[src/rtl/muldiv_unit.sv]
// Iterative RV32M multiply/divide: 32 radix-2 iterations (accept at T, result at T+33; div-by-zero/overflow at T+1).
// Result is held with out_valid until out_ready; flush in BUSY/DONE drops it; start is taken only while idle.
module muldiv_unit #(
  parameter int XLEN = 32
) (
  input  logic            clk,
  input  logic            rst_n,
  input  logic            start,
  input  logic [2:0]      op,
  input  logic [XLEN-1:0] in1,
  input  logic [XLEN-1:0] in2,
  input  logic            flush,
  output logic            in_ready,
  output logic            busy,
  output logic            out_valid,
  input  logic            out_ready,
  output logic [XLEN-1:0] result
);
  localparam int CW = $clog2(XLEN + 1);
  localparam logic [XLEN-1:0] MIN_INT = {1'b1, {(XLEN-1){1'b0}}};

  typedef enum logic [1:0] {IDLE, BUSY, DONE} state_t;
  state_t state, state_nxt;

  logic [2:0]        op_q;
  logic              neg_q;
  logic [CW-1:0]     cnt;
  logic [2*XLEN-1:0] acc;   // product accumulator, or partial remainder in the low word
  logic [2*XLEN-1:0] b_q;   // shifting multiplicand, or divisor in the low word
  logic [XLEN-1:0]   a_q;   // multiplier, or dividend shifting into quotient

  logic            accept, sgn1, sgn2, neg1, neg2, div0, ovf, special;
  logic [XLEN-1:0] mag1, mag2, special_res;

  always_comb begin
    accept      = (state == IDLE) && start && !flush;
    sgn1        = (op == 3'b001) || (op == 3'b010) || (op == 3'b100) || (op == 3'b110);
    sgn2        = (op == 3'b001) || (op == 3'b100) || (op == 3'b110);
    neg1        = sgn1 && in1[XLEN-1];
    neg2        = sgn2 && in2[XLEN-1];
    mag1        = neg1 ? -in1 : in1;
    mag2        = neg2 ? -in2 : in2;
    div0        = op[2] && (in2 == '0);
    ovf         = op[2] && !op[0] && (in1 == MIN_INT) && (in2 == '1);
    special     = div0 || ovf;
    special_res = '0;
    if (div0) special_res = op[1] ? in1 : '1;
    else      special_res = op[1] ? '0 : MIN_INT;
  end

  logic [XLEN:0]     rem_sh, diff;
  logic              qbit;
  logic [2*XLEN-1:0] acc_nxt, b_nxt, prod;
  logic [XLEN-1:0]   a_nxt, qr, qr_fix, res_fin;
  logic [CW-1:0]     cnt_nxt;

  always_comb begin
    rem_sh = {acc[XLEN-1:0], a_q[XLEN-1]};
    diff   = rem_sh - {1'b0, b_q[XLEN-1:0]};
    qbit   = ~diff[XLEN];
    if (op_q[2]) begin
      acc_nxt = {{XLEN{1'b0}}, (qbit ? diff[XLEN-1:0] : rem_sh[XLEN-1:0])};
      a_nxt   = {a_q[XLEN-2:0], qbit};
      b_nxt   = b_q;
    end else begin
      acc_nxt = a_q[0] ? acc + b_q : acc;
      a_nxt   = a_q >> 1;
      b_nxt   = b_q << 1;
    end
    // Sign fixup uses this cycle's iteration so the last step lands directly in result
    prod    = neg_q ? -acc_nxt : acc_nxt;
    qr      = op_q[1] ? acc_nxt[XLEN-1:0] : a_nxt;
    qr_fix  = neg_q ? -qr : qr;
    if (op_q[2])               res_fin = qr_fix;
    else if (op_q[1:0] == 2'b00) res_fin = prod[XLEN-1:0];
    else                       res_fin = prod[2*XLEN-1:XLEN];
    cnt_nxt = cnt - CW'(1);
  end

  always_ff @(posedge clk or negedge rst_n) begin
    if (!rst_n) state <= IDLE;
    else        state <= state_nxt;
  end

  always_comb begin
    state_nxt = state;
    in_ready  = 1'b0;
    busy      = 1'b1;
    out_valid = 1'b0;
    case (state)
      IDLE: begin
        in_ready = 1'b1;
        busy     = 1'b0;
        if (accept) state_nxt = special ? DONE : BUSY;
      end
      BUSY: begin
        if (flush)               state_nxt = IDLE;
        else if (cnt_nxt == '0)  state_nxt = DONE;
      end
      DONE: begin
        out_valid = 1'b1;
        if (flush || out_ready) state_nxt = IDLE;
      end
      default: state_nxt = IDLE;
    endcase
  end

  always_ff @(posedge clk or negedge rst_n) begin
    if (!rst_n) begin
      op_q   <= '0;
      neg_q  <= 1'b0;
      cnt    <= '0;
      acc    <= '0;
      b_q    <= '0;
      a_q    <= '0;
      result <= '0;
    end else if (accept) begin
      op_q  <= op;
      neg_q <= (op == 3'b110) ? neg1 : (neg1 ^ neg2);
      cnt   <= CW'(XLEN);
      acc   <= '0;
      if (special) result <= special_res;
      if (op[2]) begin
        a_q <= mag1;
        b_q <= {{XLEN{1'b0}}, mag2};
      end else begin
        a_q <= mag2;
        b_q <= {{XLEN{1'b0}}, mag1};
      end
    end else if (state == BUSY && !flush) begin
      acc <= acc_nxt;
      a_q <= a_nxt;
      b_q <= b_nxt;
      cnt <= cnt_nxt;
      if (cnt_nxt == '0) result <= res_fin;
    end
  end
endmodule

[config.mk]
export PLATFORM = sky130hd
export DESIGN_NAME = muldiv_unit
export DESIGN_NICKNAME = d
export VERILOG_FILES = /design/src/rtl/muldiv_unit.sv
export SDC_FILE = /design/constraint.sdc
export NUM_CORES = 1
export LEC_CHECK = 0
export ABC_AREA = 1
export BUFFER_PORTS_ARGS = -buffer_cell sky130_fd_sc_hd__buf_2
export CAP_MARGIN = 5
export CORE_AREA = 5 5 383 235
export CTS_CLUSTER_SIZE = 24
export DETAILED_ROUTE_END_ITERATION = 10
export DIE_AREA = 0 0 388 240
export PLACE_DENSITY = 0.43
export SYNTH_ARGS = -nofsm -noshare
export SYNTH_HDL_FRONTEND = slang
export SYNTH_SLANG_ARGS = --single-unit
[constraint.sdc]
create_clock -name clk -period 9.32 [get_ports clk]
set_clock_uncertainty 0.05 [all_clocks]
set_input_delay 1.864 -clock clk [delete_from_list [all_inputs] [get_ports clk]]
set_output_delay 1.864 -clock clk [all_outputs]
set_load 0.03 [all_outputs]
# Word-level counts from Yosys, hierarchy flattened
# Index checks and enable logic that the tools add are counted.
# totals
ff_bits	204
latch_bits	0
mem_bits_rw	0
romBits	0
inputBits	72
out_inout_bits	35
word_cells	96
memories	0
# classes
addsub	7
multipliers	0
div	0
order_cmp	0
eq_ne	13
shifts	0
mux	39
bitwise	2
n_reduce_logical	27
# op_table
op	n
2-to-1 mux 32 bit	19
2-to-1 mux 64 bit	8
negation 32 bit	3
adder 64 bit	1
== test 32 bit, second input constant	2
negation 64 bit	1
subtractor 33 x 32 -> 33 bit	1
zero test 32 bit	1
2-to-1 mux 6 bit	2
2-to-1 mux 2 bit	5
logical AND 1 bit	9
logical OR 1 bit	7
== test 3 bit, second input constant	2
zero test 6 bit	1
one-hot mux 2 bit (3 select lines)	1
AND reduction 3 bit	2
subtractor 6 x 1 -> 6 bit, second input constant	1
zero test 2 bit	2
2-to-1 mux 1 bit	4
inequality test 2 x 1 -> 1 bit, second input constant	2
inequality test 2 bit, second input constant	2
nonzero test 2 bit	2
== test 3 x 1 -> 1 bit, second input constant	1
== test 3 x 2 -> 1 bit, second input constant	1
other kinds (7)	8

# Depth between registers and ports, before layout
# Gate-level depths: netlist (run 1).
# depth
word_depth	10
mapped_depth	35
ltp_nobuf	34

# Worst setup path before layout (run 1)
# No wires, ideal clock.
# synth_path
path_kind	input -> register
startpoint	input port in2[0]
endpoint	register result[18]
setup_time_ns	0.066
arrival_time_ns	4.207
t_required_ns	9.204
setup_slack_ns	4.998
path_stages	21
path_cell_list	inv_1 -> ha_1 -> nand2_1 -> nor3_2 -> nand3_1 -> inv_2 -> nand4_1 -> nor2_1 -> nand3_1 -> nor2_2 -> nand3_2 -> nor4_4 -> inv_2 -> o41ai_1 -> a21boi_2 -> a21oi_2 -> buf_6 -> o21ai_0 -> inv_1 -> nand2_1 -> nand2_1
# synth_between
elab_chain_cells	5
elab_cells_between_ends	10
classes_between	eq/ne (2); mux (3); reduce/logical (5)
# synth_rtl
item	line	source
start, declared	11	input logic [XLEN-1:0] in2,
== test 32 bit or zero test 32 bit (tied branches)	44, 43	
logical AND 1 bit, on equally long branches	44, 43	
logical OR 1 bit or 2-to-1 mux 32 bit (tied branches)	45, 47	
inequality test 2 x 1 -> 1 bit (no line) or 2-to-1 mux 32 bit (tied branches)	n/a	
AND reduction 3 bit (no line) or 2-to-1 mux 32 bit (tied branches)	n/a	
end signal, assigned	122	if (special) result <= special_res;
end signal, assigned	135	if (cnt_nxt == '0) result <= res_fin;
end, declared	17	output logic [XLEN-1:0] result
# Several ways; a longest one is shown, not always the timed one. The select of a mux whose other input is x is not followed.
# A chain may end at the register's enable or synchronous reset.

# Final worst setup path (run 1)
# layout_path
startpoint	register a_q[31]
endpoint	register result[4]
# layout_between
elab_chain_cells	10
elab_cells_between_ends	15
classes_between	add/sub (3); mux (11); bitwise (1)
# layout_rtl
item	line	source
start, declared	30	logic [XLEN-1:0] a_q;
start signal, assigned	124	a_q <= mag1;
start signal, assigned	127	a_q <= mag2;
start signal, assigned	132	a_q <= a_nxt;
subtractor 33 x 32 -> 33 bit	59	diff = rem_sh - {1'b0, b_q[XLEN-1:0]};
2-to-1 mux 32 bit or NOT 1 bit (tied branches)	62, 60	
2-to-1 mux 64 bit or 2-to-1 mux 32 bit (tied branches)	61	if (op_q[2]) begin
negation 64 bit or 2-to-1 mux 32 bit (tied branches)	71, 72	
2-to-1 mux 64 bit or negation 32 bit (tied branches)	71, 73	
2-to-1 mux 32 bit, on equally long branches	75, 73	
2-to-1 mux 32 bit (*)	74	if (op_q[2]) res_fin = qr_fix;
2-to-1 mux 32 bit (*)	135	
2-to-1 mux 32 bit (*)	130	end else if (state == BUSY && !flush) begin
2-to-1 mux 32 bit (*)	117	end else if (accept) begin
# Mark *: on every way between the ends. The rest lies on a longest branch, timed or not. The select of a mux whose other input is x is not followed.

==> impl_metrics.json, run 1 <==
{
  "status": "completed",
  "timing.rr.end": "result[4]$_DFFE_PN0P_",
  "postCtsHoldBufs": 0,
  "power_per_cell_area_nw_per_um2": 411,
  "route.vias.total": 30900,
  "grt-ovfl-total": 0,
  "antenna_found_initial": 2,
  "dp_hpwl_mm": 118,
  "synth_compound_area_frac": 0.160,
  "die_y_um": 240,
  "worstSetupStartpointType": "register",
  "cpMaxStageDelayCell": "o21ai_1",
  "post-cts-setup-buffer-count": 0,
  "fp.dieArea_um2": 93100,
  "drive_gt1_frac": 0.0793,
  "r2r_cells": 28,
  "clock_sinks": 204,
  "slowest_delay_ns": 0.44,
  "gp_congestion": 1.00,
  "grt_pass1_wl_mm": 202,
  "ys_types": 65,
  "num_rows": 84,
  "synth_edf_count": 0,
  "synthSimpleGateAreaFrac": 0.423,
  "rsz0062_at_grt": "no",
  "crit_end": "result[4]$_DFFE_PN0P_",
  "syn2layout_area_growth_pct": 9.92,
  "fmax_mhz": 186,
  "route.detailed.drc": 0,
  "synthXorXnorAreaFrac": 0.0309,
  "clockBufferDepth": 3,
  "synthesis.area_um2": 25500,
  "finalWirelength_mm": 143,
  "ant_nets": 0,
  "cts_resized": 0,
  "cp_max_fo": 33,
  "wl_met1_mm": 73.8,
  "cts-root-buf": "clkbuf_16",
  "numCtsBuffers": 25,
  "synthCells": 4540,
  "grt_pass1_vias": 27100,
  "r2r-start": "a_q[31]$_DFFE_PN0P_",
  "holdPathStages": 2,
  "final_cells": 5742,
  "path_class": "register to register",
  "clk_latency_ns": 0.64,
  "io_pins": 107,
  "setup_viol": 0,
  "synth.area.top_cells": "nand2_1, dfrtp_1, inv_1",
  "muxShareOfSynthArea": 0,
  "wire_per_inst_um": 24.9,
  "hold_path_class": "register to register",
  "ir_drop_uv": 182,
  "final_max_slew_viol_count": 0,
  "yosys_warnings": 0,
  "seq_area_frac_synth": 0.200,
  "worstPathArrival_ns": 5.85,
  "grtUsageTotal": 0.294,
  "dp.cells": 5695,
  "synth-main-ff-cell": "dfrtp_1",
  "yosysTopAreaCell": "nand2_1",
  "synth_common_cells": "nand2_1, inv_1, nor2_1, nand3_1, o21ai_0",
  "top_layer": "met4",
  "tightestPinTransition_ns": 1.26,
  "grt_max_degree": 82,
  "crit_path_frequent_cell": "nand2_1",
  "critPathLaunch": "a_q[31]$_DFFE_PN0P_",
  "cap_violations": 0,
  "viasPerCell": 5.38,
  "cts.reportedPaths.clkPinSlew_ns": 0.08,
  "firstDrtPassIters": 6,
  "hold_violations": 0,
  "slew_headroom": 0.152,
  "nets": 4737,
  "met2_length_mm": 47.3,
  "htreeDepth": 1,
  "io_buffers": 106,
  "p_leak_uw": 0.0146,
  "core-area_um2": 86300,
  "synth_seq_cells": 204,
  "synthMostInstantiatedCell": "nand2_1",
  "setup_tns_ns": 0,
  "fillers": 9915,
  "tritoncts": "yes",
  "synthAdderAreaFrac": 0.0515,
  "fin_crit_ns": 5.37,
  "rrSetupSlack_ns": 3.95,
  "cp.required_ns": 9.80,
  "syn_nets": 4716,
  "async_flop_share": 1.00,
  "synth_top_cell_area_share": 0.220,
  "route.met3.wl_mm": 20.5,
  "endpoint_kind": "register",
  "syn_area_per_cell_um2": 5.63,
  "finalCritPeriodShare": 0.576,
  "initial_utilization": 0.296,
  "drt-initial-drc-count": 4573,
  "die_x_um": 388,
  "synth_top_family_by_area": "simple AND/OR/NAND/NOR gates"
}
## report_power, final
| part | switching [uW] | internal (uW) |
|---|---|---|
| Sequential | 521 | 1220 |
| Combinational | 6500 | 2180 |
| Clock | 495 | 619 |
## cells in the final DEF (no fill, tap or decap), types with 16 or more instances in the layout
master / n
inv_1: 719
ha_1: 102
nand3_2: 24
a22oi_1: 17
buf_4: 30
nor2_1: 413
a21oi_1: 243
xnor2_1: 27
o21ai_0: 244
inv_2: 27
nand3b_1: 21
nor2_2: 27
nand2_1: 1495
nand2_2: 42
buf_2: 105
o21bai_1: 16
clkbuf_16: 25
dfrtp_1: 201
nand3_1: 372
o22ai_1: 78
nor3_1: 34
nand4_1: 51
xor2_1: 63
## flip-flops by register name, indices dropped and copies added (netlist names)
name and count:
acc 64, b_q 64, a_q 32, result 32
cnt 6, op_q 3, state 2, neg_q 1
## how the worst min path moves through the flow
| stage | startpoint | endpoint | slack [ns] |
|---|---|---|---|
| floorplan | op_q[0]$_DFFE_PN0P_ | op_q[0]$_DFFE_PN0P_ | 0.40 |
| global placement | result[30]$_DFFE_PN0P_ | result[30]$_DFFE_PN0P_ | 0.42 |
| detailed placement | result[30]$_DFFE_PN0P_ | result[30]$_DFFE_PN0P_ | 0.42 |
| CTS | result[30]$_DFFE_PN0P_ | result[30]$_DFFE_PN0P_ | 0.43 |
| global route | result[8]$_DFFE_PN0P_ | result[8]$_DFFE_PN0P_ | 0.46 |
| finish | result[30]$_DFFE_PN0P_ | result[30]$_DFFE_PN0P_ | 0.43 |
## worst max-delay path, delay by kind of cell, from the launching register on
| family | cells | cell delay, ns |
|---|---|---|
| and+or+nand+nor | 21 | 2.92 |
| adders and majority gates | 2 | 0.73 |
| AOI/OAI and AO/OA | 2 | 0.72 |
| buffers and inverters | 3 | 0.45 |
| DFF | 1 | 0.36 |
## final cells by class
cell class,count,area (um2),share of cell area
clock buffer,32,702,0.0250
inverter,748,2810,0.100
antenna,1,2.50,0.0000891
tap,1161,1450,0.0517
multi-input combinational,3446,17100,0.608
timing repair buffer,136,766,0.0273
sequential,204,5110,0.182
clock inverter,14,168,0.00597
## logic make-up (layout without fill, tap and decap cells)
group,count (synthesis),in the layout
other,0,1
AND/OR/NAND/NOR,2541,2541
AO/OA/AOI/OAI,711,711
XOR/XNOR,90,90
adder cells (fa/ha/maj),104,104
flip-flops,204,204
buffers and inverters,890,930
## routing by layer
metal | GRT usage | vias to the layer above
li1 | - | 14500
met2 | 0.337 | 1601
met5 | 0 | -
met3 | 0.115 | 83
met4 | 0.0271 | 0
met1 | 0.497 | 14700
## through the flow
step	hold slack, ns	worst slack [ns]	utilization	instance area [um2]	total power (uW)
after floorplan	0.404	5.00	-	25500	6740
after global placement	0.417	3.61	0.315	27200	10100
after detailed placement	0.415	3.57	0.315	27200	10000
after CTS	0.434	4.18	0.325	28100	11200
after global routing	0.460	3.71	0.325	28100	12200
final	0.426	3.95	0.325	28100	11500
Power figures use the tool's default switching activity.
==> run 2, diff against run 1 <==
- PLACE_DENSITY: 0.43 -> 0.45
- clock period: 9.32 -> 4.5 ns (I/O delays scaled with it)
==> run 2 against run 1 <==
  * The run now ends with setup timing left
  * Sequential share of layout area down 1.9 points
  * Flip-flop and latch count is the same
  * Total power is 140% higher
  * Critical path type unchanged
==> impl_metrics.json, run 2 (synthesis results as in run 1) <==
{
  "cp_max_fo": 5,
  "io_pins": 107,
  "hold_violations": 0,
  "nets": 5105,
  "use_met2": 0.341,
  "power_per_cell_area_nw_per_um2": 888,
  "num_rows": 84,
  "wire_per_inst_um": 24.3,
  "htreeDepth": 1,
  "syn2layout_area_growth_pct": 23.1,
  "worstPathArrival_ns": 4.96,
  "worstSetupStartpointType": "register",
  "ir_drop_uv": 397,
  "grtUsageTotal": 0.304,
  "tightestPinTransition_ns": 1.24,
  "busiest_layer": "met1",
  "final_cells": 6107,
  "grt_pass1_wl_mm": 208,
  "cts.reportedPaths.clkPinSlew_ns": 0.07,
  "firstDrtPassIters": 6,
  "setup_viol": 1,
  "cts-root-buf": "clkbuf_16",
  "postCtsHoldBufs": 0,
  "use_met3": 0.144,
  "numCtsBuffers": 25,
  "die_y_um": 240,
  "grt_max_degree": 95,
  "violations": "setup timing",
  "dp_hpwl_mm": 124,
  "setup_ws_ns": -0.0118,
  "grt_use_met1": 0.502,
  "fp.dieArea_um2": 93100,
  "final_max_slew_viol_count": 0,
  "finalWirelength_mm": 148,
  "ant_nets": 0,
  "clock_sinks": 204,
  "cp.required_ns": 4.95,
  "grt-ovfl-total": 0,
  "route.detailed.drc": 0,
  "reg_top3": "acc: 64 flops, b_q: 64 flops",
  "layout_commonest_cell": "nand2_1",
  "endpoint_kind": "register",
  "num_antenna_cells": 0,
  "slew_headroom": 0.167,
  "most-common-layout-cells": "nand2_1, inv_1, nor2_1, buf_4, nand3_1",
  "tritoncts": "yes",
  "fmax_mhz": 222,
  "p_leak_uw": 0.0165,
  "hold_path_class": "primary input to asynchronous set/reset pin",
  "hold_slack_ns": 0.202,
  "r2r_cells": 24,
  "initial_utilization": 0.296,
  "grt_pass1_vias": 28400,
  "viasPerCell": 5.33,
  "gp_congestion": 1.02,
  "r2r-start": "acc[52]$_DFFE_PN0P_",
  "antenna_found_initial": 1,
  "status": "finished with violations",
  "dp.cells": 6049,
  "io_buffers": 106,
  "path_class": "register to register",
  "fin_crit_ns": 4.51,
  "timing.rr.end": "result[31]$_DFFE_PN0P_",
  "rsz0062_at_grt": "yes",
  "core-area_um2": 86300,
  "clk_latency_ns": 0.61,
  "die_x_um": 388,
  "clockBufferDepth": 3,
  "cap_violations": 0,
  "finalCritPeriodShare": 1.00,
  "drt-initial-drc-count": 4643,
  "route.vias.total": 32600,
  "drive_gt1_frac": 0.164,
  "rrSetupSlack_ns": -0.01
}
run 2: changes by cell type in the layout (fill, tap and decap cells not counted), sizes merged:
| cell | delta |
|---|---|
| diode | -1 |
| clkinv | -5 |
| bufinv | +2 |
| nand2 | +1 |
| buf | +366 |
| clkinvlp | +4 |
| clkbuf | -2 |
run 2: timing repair:
item	CTS	global route
endpoints found under the hold margin	0	0
pin swaps	0	9
resized for setup	4	97
gates cloned	0	2
endpoints found under the setup margin	4	32
buffers inserted	0	12
run 2: cell type report:
class	count	area [um2]
Inverter	748	2820
Clock buffer	29	661
Fill cell	9736	54800
Sequential cell	204	5130
Timing Repair Buffer	503	3740
Multi-Input combinational cell	3447	17400
Clock inverter	15	223
Tap cell	1161	1450
run 2: worst max path at each step:
stage	start	to	slack, ns	depth (start not counted)
floorplan	a_q[31]$_DFFE_PN0P_	result[18]$_DFFE_PN0P_	0.84	32
global placement	b_q[0]$_DFFE_PN0P_	result[7]$_DFFE_PN0P_	-0.09	29
detailed placement	b_q[0]$_DFFE_PN0P_	result[7]$_DFFE_PN0P_	-0.05	29
CTS	acc[16]$_DFFE_PN0P_	result[3]$_DFFE_PN0P_	0.008	26
global route	b_q[19]$_DFFE_PN0P_	result[31]$_DFFE_PN0P_	-0.06	29
finish	acc[52]$_DFFE_PN0P_	result[31]$_DFFE_PN0P_	-0.01	24
run 2: power by group:
| group | total [uW] | switching [uW] | internal (uW) |
|---|---|---|---|
| sequential | 3460 | 925 | 2530 |
| combinational | 22100 | 14700 | 7410 |
| clock | 2330 | 988 | 1340 |
| total | 27900 | 16600 | 11300 |
run 2: per-layer routing:
| metal | part of all wire | routed length [um] | vias to the layer above |
|---|---|---|---|
| li1 | - | - | 15300 |
| met1 | 0.50 | 74400 | 15300 |
| met2 | 0.32 | 47700 | 1879 |
| met3 | 0.17 | 24600 | 78 |
| met4 | 0.012 | 1780 | 0 |
| met5 | 0 | 0 | - |
run 2: critical path, stage by stage, from the launching register on:
cell and delay [ns]:
dfrtp_1 0.42, ha_1 0.41, a21oi_1 0.13, o21ai_0 0.97
a21oi_1 0.45, nand2_1 0.18, a21oi_1 0.06, buf_4 0.18
nand3_1 0.08, nand3_1 0.09, nand2_1 0.11, buf_4 0.15
nand2_1 0.07, nor2_1 0.11, nand2_1 0.06, nor3_1 0.18
nand2_1 0.11, nand2_1 0.08, nand2_1 0.08, nand3_2 0.12
nand2_1 0.10, nand2_1 0.07, nand2_1 0.06, nand2_1 0.06
nand2_1 0.04
run 2: stage by stage:
stage | setup slack (ns) | setup TNS, ns | total power [uW] | utilization | area, um2
final | -0.0118 | -0.0118 | 27900 | 0.364 | 31400
after floorplan | 0.845 | 0 | 14000 | - | 25500
after global placement | -0.0889 | -0.270 | 24100 | 0.348 | 30100
after CTS | 0.00752 | 0 | 26400 | 0.359 | 30900
after detailed placement | -0.0538 | -0.155 | 24000 | 0.348 | 30100
after global routing | -0.0559 | -0.215 | 29400 | 0.364 | 31400
